--- src/rtl/vram_arbiter.sv ---
// Purpose : single-port VRAM arbiter, display fetch (strict priority) vs Z80 CPU access.
// Latency : display read 3 cycles request->disp_valid; CPU write ack at issue+2, read ack at issue+3.
// Backpress: display is never stalled; the CPU is held off through cpu_wait until its access completes.
//
// Ports:
//   pixel_clock, reset                     clock and synchronous active-high reset
//   disp_rd_enable/disp_addr               one-cycle display fetch request
//   disp_data/disp_valid                   returned display byte and its strobe
//   cpu_req/cpu_we/cpu_addr/cpu_wdata      level CPU request, held until cpu_ack
//   cpu_rdata/cpu_ack/cpu_wait             CPU read data, completion strobe, Z80 WAIT
//   ram_en/ram_we/ram_addr/ram_wdata       registered synchronous-SRAM command
//   ram_rdata                              SRAM read data, one cycle after the command
module vram_arbiter #(
    parameter int ADDR_W = 13,
    parameter int DATA_W = 8
) (
    input  logic              pixel_clock,
    input  logic              reset,
    input  logic              disp_rd_enable,
    input  logic [ADDR_W-1:0] disp_addr,
    output logic [DATA_W-1:0] disp_data,
    output logic              disp_valid,
    input  logic              cpu_req,
    input  logic              cpu_we,
    input  logic [ADDR_W-1:0] cpu_addr,
    input  logic [DATA_W-1:0] cpu_wdata,
    output logic [DATA_W-1:0] cpu_rdata,
    output logic              cpu_ack,
    output logic              cpu_wait,
    output logic              ram_en,
    output logic              ram_we,
    output logic [ADDR_W-1:0] ram_addr,
    output logic [DATA_W-1:0] ram_wdata,
    input  logic [DATA_W-1:0] ram_rdata
);

    typedef enum logic [1:0] {
        C_IDLE  = 2'd0,
        C_PEND  = 2'd1,
        C_BUSY  = 2'd2,
        C_REARM = 2'd3
    } cstate_t;

    cstate_t state, state_nxt;

    // CPU request captured at acceptance
    logic              lat_we;
    logic [ADDR_W-1:0] lat_addr;
    logic [DATA_W-1:0] lat_wdata;

    logic              accept;
    logic              cpu_issue;
    logic              disp_issue;
    logic              iss_we;
    logic [ADDR_W-1:0] iss_addr;
    logic [DATA_W-1:0] iss_wdata;
    logic              ack_nxt;

    // Owner tag pipeline. Stage 0 lines up with the registered RAM command,
    // stage 1 with the cycle ram_rdata is valid. Writes never reach stage 1.
    logic t0_vld, t0_cpu, t0_wr;
    logic t1_vld, t1_cpu;

    always_comb begin
        state_nxt  = state;
        accept     = 1'b0;
        cpu_issue  = 1'b0;
        disp_issue = disp_rd_enable;
        iss_we     = lat_we;
        iss_addr   = lat_addr;
        iss_wdata  = lat_wdata;
        // Writes complete as soon as the command is on the port; reads one cycle later.
        ack_nxt    = (t1_vld & t1_cpu) | (t0_vld & t0_cpu & t0_wr);

        case (state)
            C_IDLE: begin
                if (cpu_req) begin
                    accept    = 1'b1;
                    // The acceptance cycle can also be the issue cycle, so bypass the latch.
                    iss_we    = cpu_we;
                    iss_addr  = cpu_addr;
                    iss_wdata = cpu_wdata;
                    if (!disp_rd_enable) begin
                        cpu_issue = 1'b1;
                        state_nxt = C_BUSY;
                    end else begin
                        state_nxt = C_PEND;
                    end
                end
            end
            C_PEND: begin
                if (!disp_rd_enable) begin
                    cpu_issue = 1'b1;
                    state_nxt = C_BUSY;
                end
            end
            C_BUSY: begin
                // Enter C_REARM together with the ack so the ack cycle already
                // counts towards seeing cpu_req low.
                if (ack_nxt) begin
                    state_nxt = C_REARM;
                end
            end
            C_REARM: begin
                if (!cpu_req) begin
                    state_nxt = C_IDLE;
                end
            end
            default: state_nxt = C_IDLE;
        endcase
    end

    always_ff @(posedge pixel_clock) begin
        if (reset) begin
            state      <= C_IDLE;
            lat_we     <= 1'b0;
            lat_addr   <= '0;
            lat_wdata  <= '0;
            ram_en     <= 1'b0;
            ram_we     <= 1'b0;
            ram_addr   <= '0;
            ram_wdata  <= '0;
            t0_vld     <= 1'b0;
            t0_cpu     <= 1'b0;
            t0_wr      <= 1'b0;
            t1_vld     <= 1'b0;
            t1_cpu     <= 1'b0;
            disp_valid <= 1'b0;
            disp_data  <= '0;
            cpu_ack    <= 1'b0;
            cpu_rdata  <= '0;
        end else begin
            state <= state_nxt;

            if (accept) begin
                lat_we    <= cpu_we;
                lat_addr  <= cpu_addr;
                lat_wdata <= cpu_wdata;
            end

            ram_en <= disp_issue | cpu_issue;
            ram_we <= cpu_issue & iss_we;
            if (disp_issue) begin
                ram_addr <= disp_addr;
            end else if (cpu_issue) begin
                ram_addr <= iss_addr;
                if (iss_we) begin
                    ram_wdata <= iss_wdata;
                end
            end

            t0_vld <= disp_issue | cpu_issue;
            t0_cpu <= cpu_issue;
            t0_wr  <= cpu_issue & iss_we;
            t1_vld <= t0_vld & ~t0_wr;
            t1_cpu <= t0_cpu;

            disp_valid <= t1_vld & ~t1_cpu;
            if (t1_vld && !t1_cpu) begin
                disp_data <= ram_rdata;
            end

            cpu_ack <= ack_nxt;
            if (t1_vld && t1_cpu) begin
                cpu_rdata <= ram_rdata;
            end
        end
    end

    assign cpu_wait = cpu_req & (state != C_REARM) & ~cpu_ack;

endmodule
--- config.mk ---
export PLATFORM = sky130hd
export DESIGN_NAME = vram_arbiter
export DESIGN_NICKNAME = d
export VERILOG_FILES = /design/src/rtl/vram_arbiter.sv
export SDC_FILE = /design/constraint.sdc
export NUM_CORES = 1
export LEC_CHECK = 0
export CAP_MARGIN = 10
export CORE_ASPECT_RATIO = 2
export CORE_MARGIN = 4
export CORE_UTILIZATION = 47
export CTS_BUF_LIST = sky130_fd_sc_hd__clkbuf_8
export DETAILED_ROUTE_END_ITERATION = 8
export PLACE_DENSITY = 0.82
export REMOVE_ABC_BUFFERS = 1
export SLEW_MARGIN = 40
export SYNTH_ARGS = -nofsm -noshare
export SYNTH_HDL_FRONTEND = slang
export SYNTH_SLANG_ARGS = --single-unit
export TNS_END_PERCENT = 100
--- constraint.sdc ---
create_clock -name pixel_clock -period 2.1 [get_ports pixel_clock]
set_clock_uncertainty 0.05 [all_clocks]
set_input_delay 0.42 -clock pixel_clock [delete_from_list [all_inputs] [get_ports pixel_clock]]
set_output_delay 0.42 -clock pixel_clock [all_outputs]
set_load 0.05 [all_outputs]
---- Word level (Yosys, flattened, before mapping) ----
Cells that the tools add are included.
W data, S select, Z words.
storage, ports and cells
  input port bits ......................... 47
  flip-flop bits (word level) ............. 68
  logic and storage cells ................. 63
  output and inout port bits .............. 42
cells by class
  bitwise logic cells ..................... 14
  muxes and demuxes ....................... 19
  reductions and logical operators ........ 7
  equality and inequality tests ........... 8
operators by type and width
  operator              number
  $mux W13              4
  $mux W8               2
  $mux W2               5
  $ne A2 B2 Y1 const B  5
  $and A1 B1 Y1         8
  $pmux W2 S4           1
  $mux W1               6
  $eq A2 B2 Y1 const B  2
  $not A1 Y1            4
  $reduce_and A4 Y1     1
  $reduce_and A3 Y1     1
  $eq A2 B1 Y1 const B  1
  $logic_and A1 B1 Y1   2
  $logic_not A2 Y1      1
  $or A1 B1 Y1          2
  $pmux W1 S2           1
  $reduce_bool A2 Y1    1
  $logic_not A1 Y1      1

---- Depth between registers and ports, before layout ----
  word-level depth ........................ 5
  mapped depth ............................ 7
  gate-level depth less buffers ........... 5

---- Worst setup path before layout ----
OpenSTA, ideal clock, no wires.
  path kind ............................... in2out
  from .................................... input cpu_req
  to ...................................... output cpu_wait
  stages .................................. 4
  data required time ...................... 1,630 ps
  arrival time ............................ 2,090 ps
  buffers on the path ..................... 3
  slack ................................... -460 ps
  cell sequence ........................... buf_4 buf_2 buf_2 nor3b_1
on the way
  word-level cells in the longest chain between the ends .. 2
RTL lines
  what                        RTL line  source
  start: declaration          23        input logic cpu_req,
  $and A1 B1 Y1 (2 in a row)  170       assign cpu_wait = cpu_req & (state != C_REARM) & ~cpu_ack;
  end: declaration            29        output logic cpu_wait,
No other way between the ends.

==> flow_summary.json <==
{
  "grt_pass1_wl_um": 11100,
  "cellPowerDensity_nw_per_um2": 1060,
  "gr-total-overflow": 0,
  "numCtsBuffers": 9,
  "antenna_cells": 0,
  "grt_start_max_net_pins": 44,
  "vias": 2408,
  "fin_crit_ns": 1.99,
  "rows": 38,
  "status": "complete, no violations",
  "path_buf_inv": 1,
  "cpPeakStageDelay_ns": 0.82,
  "drtIter0Drc": 75,
  "hold_buffers": 0,
  "hp-class": "reg2reg",
  "slew_viol_final": 0,
  "grt_usage_pct": 20.6,
  "die_height_um": 115,
  "setup.worst_path.end_class": "primary output",
  "syn-cell-area_um2": 2720,
  "postRouteAntennaNets": 0,
  "combPwrFrac_pct": 35.0,
  "seq_power_share_pct": 36.9,
  "coreArea_um2": 5520,
  "grt_pass1_vias": 2534,
  "port_buffers": 88,
  "p_switching_mw": 1.42,
  "switching_share_pct": 33.7,
  "synthCells": 291,
  "crit_chain": "clkdlybuf4s50_1",
  "synth_seq_cells": 68,
  "hold_viol_final": 0,
  "cts_tree": "yes",
  "avgSynthCellArea_um2": 9.33,
  "start_kind": "flip-flop",
  "wl_um": 6750,
  "max_clock_freq_mhz": 503,
  "finalNonFillerCells": 448,
  "clkLatencyLatePin_ns": 0.33,
  "vdd_drop_max_v": 0.00101,
  "syn2layout_area_growth_pct": 45.5,
  "cts_sinks": 68,
  "hpwlAfterDp_um": 5090,
  "layout.nets": 436,
  "yosysUniqueCellTypes": 28,
  "dpl.cell_count": 432,
  "clockBufferDepth": 2,
  "via_per_inst": 5.38,
  "antenna_found_initial": 0,
  "post_drt_wl_per_cell_um": 15.1,
  "ys_warn_count": 0,
  "fin_tns_setup_ns": 0,
  "cts_root_buf": "clkbuf_8",
  "criticalPathCategory": "reg2out",
  "clkTransAtPathRegs_ns": 0.07,
  "die_x_um": 61.7,
  "firstDrtPassIters": 4,
  "cpLargestDelayFamily": "buffers and inverters",
  "final_cell_mix": "clkdlybuf4s50_1 (85), dfxtp_1 (68), nand2_1 (48), a21oi_1 (27), nor2_1 (19)",
  "p_int_mw": 2.79,
  "worstPathArrival_ns": 1.52,
  "drv_cap": 0,
  "cp_max_fo": 3,
  "ctsHtreeMaxLevel": 3,
  "start_util_pct": 49.2,
  "final_common_cell": "clkdlybuf4s50_1",
  "final_layout_size_suffix_gt1_share_pct": 14.2,
  "power_leakage_nw": 1.55,
  "dieArea_um2": 7130,
  "io_pins": 89,
  "tightest_slew_ns": 0.777,
  "gp_congestion": 0.850,
  "required_ns": 1.63,
  "slew-limit-headroom_pct": 48.0,
  "ys_seq_area_share_pct": 50.1,
  "drc_errors": 0,
  "rsz0062_at_grt": "false",
  "pwr-share-clk_pct": 28.1,
  "period_share_pct": 94.7,
  "setup_viol": 0,
  "slowest_stage": "clkdlybuf4s50_1"
}
==> registers in the layout, indices dropped and copies added (netlist names) <==
signal,count
lat_addr,13
ram_addr,13
cpu_rdata,8
disp_data,8
lat_wdata,8
ram_wdata,8
state,2
cpu_ack,1
disp_valid,1
lat_we,1
t0_cpu,1
t0_vld,1
t0_wr,1
t1_cpu,1
t1_vld,1
==> cells by family (layout without fill, tap and decap cells) <==
group | Yosys count | in the layout | synth area share [%]
simple gates | 112 | 112 | 19.2
buf+inv | 25 | 122 | 3.87
mux | 23 | 23 | 8.94
compound gates | 57 | 57 | 15.1
fa+ha+maj | 6 | 6 | 2.76
flops | 68 | 68 | 50.1
==> layer usage <==
metal	up-vias	global-route usage (%)	share of wire, %
li1	1184	-	-
met3	10	5.02	5.7
met1	1125	20.5	34
met2	89	37.8	58
met5	-	0	0
met4	0	9.49	1.9
==> metrics by stage <==
step	setup slack, ns	hold slack, ns	power, mW	utilization, %	cell area (um2)
after CTS	0.0913	0.404	4.25	71.6	3950
after detailed placement	-0.0793	0.396	3.06	67.6	3730
after floorplan	-0.186	0.389	2.48	-	2630
after global routing	0.00718	0.422	4.41	71.6	3950
after global placement	-0.0250	0.386	3.02	67.6	3730
final	0.112	0.402	4.21	71.6	3950
==> worst paths after layout <==
| check | startpoint | end | slack [ns] | cells after the start |
|---|---|---|---|---|
| max | t0_wr | ram_we | 0.11 | 1 |
| min reg2reg | cpu_rdata[7] | cpu_rdata[7] | 0.40 | 2 |
| max reg2reg | state[0] | ram_wdata[6] | 0.12 | 6 |
| min | cpu_rdata[7] | cpu_rdata[7] | 0.40 | 2 |
==> power groups by stage <==
stage               combinational [mW]  clock (mW)  sequential [mW]
global placement                  1.45           0             1.57
finish                            1.47        1.18             1.55
detailed placement                1.48           0             1.58
global route                      1.60        1.24             1.57
CTS                               1.49        1.21             1.55
floorplan                        0.672           0             1.81
==> synthesized netlist by cell type <==
master	number	area share [%]
a311oi_1	1	0.32
inv_1	4	0.55
a31oi_1	1	0.23
clkbuf_1	10	1.4
nand4_1	12	2.8
buf_1	4	0.55
nor3b_1	3	0.83
mux2_2	10	4.1
nand2_1	48	6.6
a21o_1	1	0.28
and2_1	2	0.46
buf_2	6	1.1
buf_4	1	0.28
o211ai_1	13	3.6
nor2_1	19	2.6
a22o_1	1	0.32
nand2b_1	3	0.69
mux2i_1	13	4.8
nor2b_1	12	2.8
o21ai_2	1	0.32
a21oi_1	27	5.0
ha_1	6	2.8
a221oi_4	1	0.97
a221o_1	1	0.37
dfxtp_1	68	50
nand3_1	12	2.2
or2_2	1	0.23
a21bo_2	10	3.7
==> repair_timing <==
item / in CTS / in global routing
buffers inserted: 0 / 0
resized for setup: 1 / 0
setup endpoints to repair: 1 / 0
==> area by class of cell <==
type | instances | area [um2]
inverter | 4 | 15.0
timing repair buffer | 102 | 1030
tap | 60 | 75.1
fill | 440 | 1560
sequential | 68 | 1360
clock buffer | 10 | 138
clock inverter | 6 | 86.3
multi-input combinational | 198 | 1250
No activity file was read; power rests on OpenSTA's default activity.
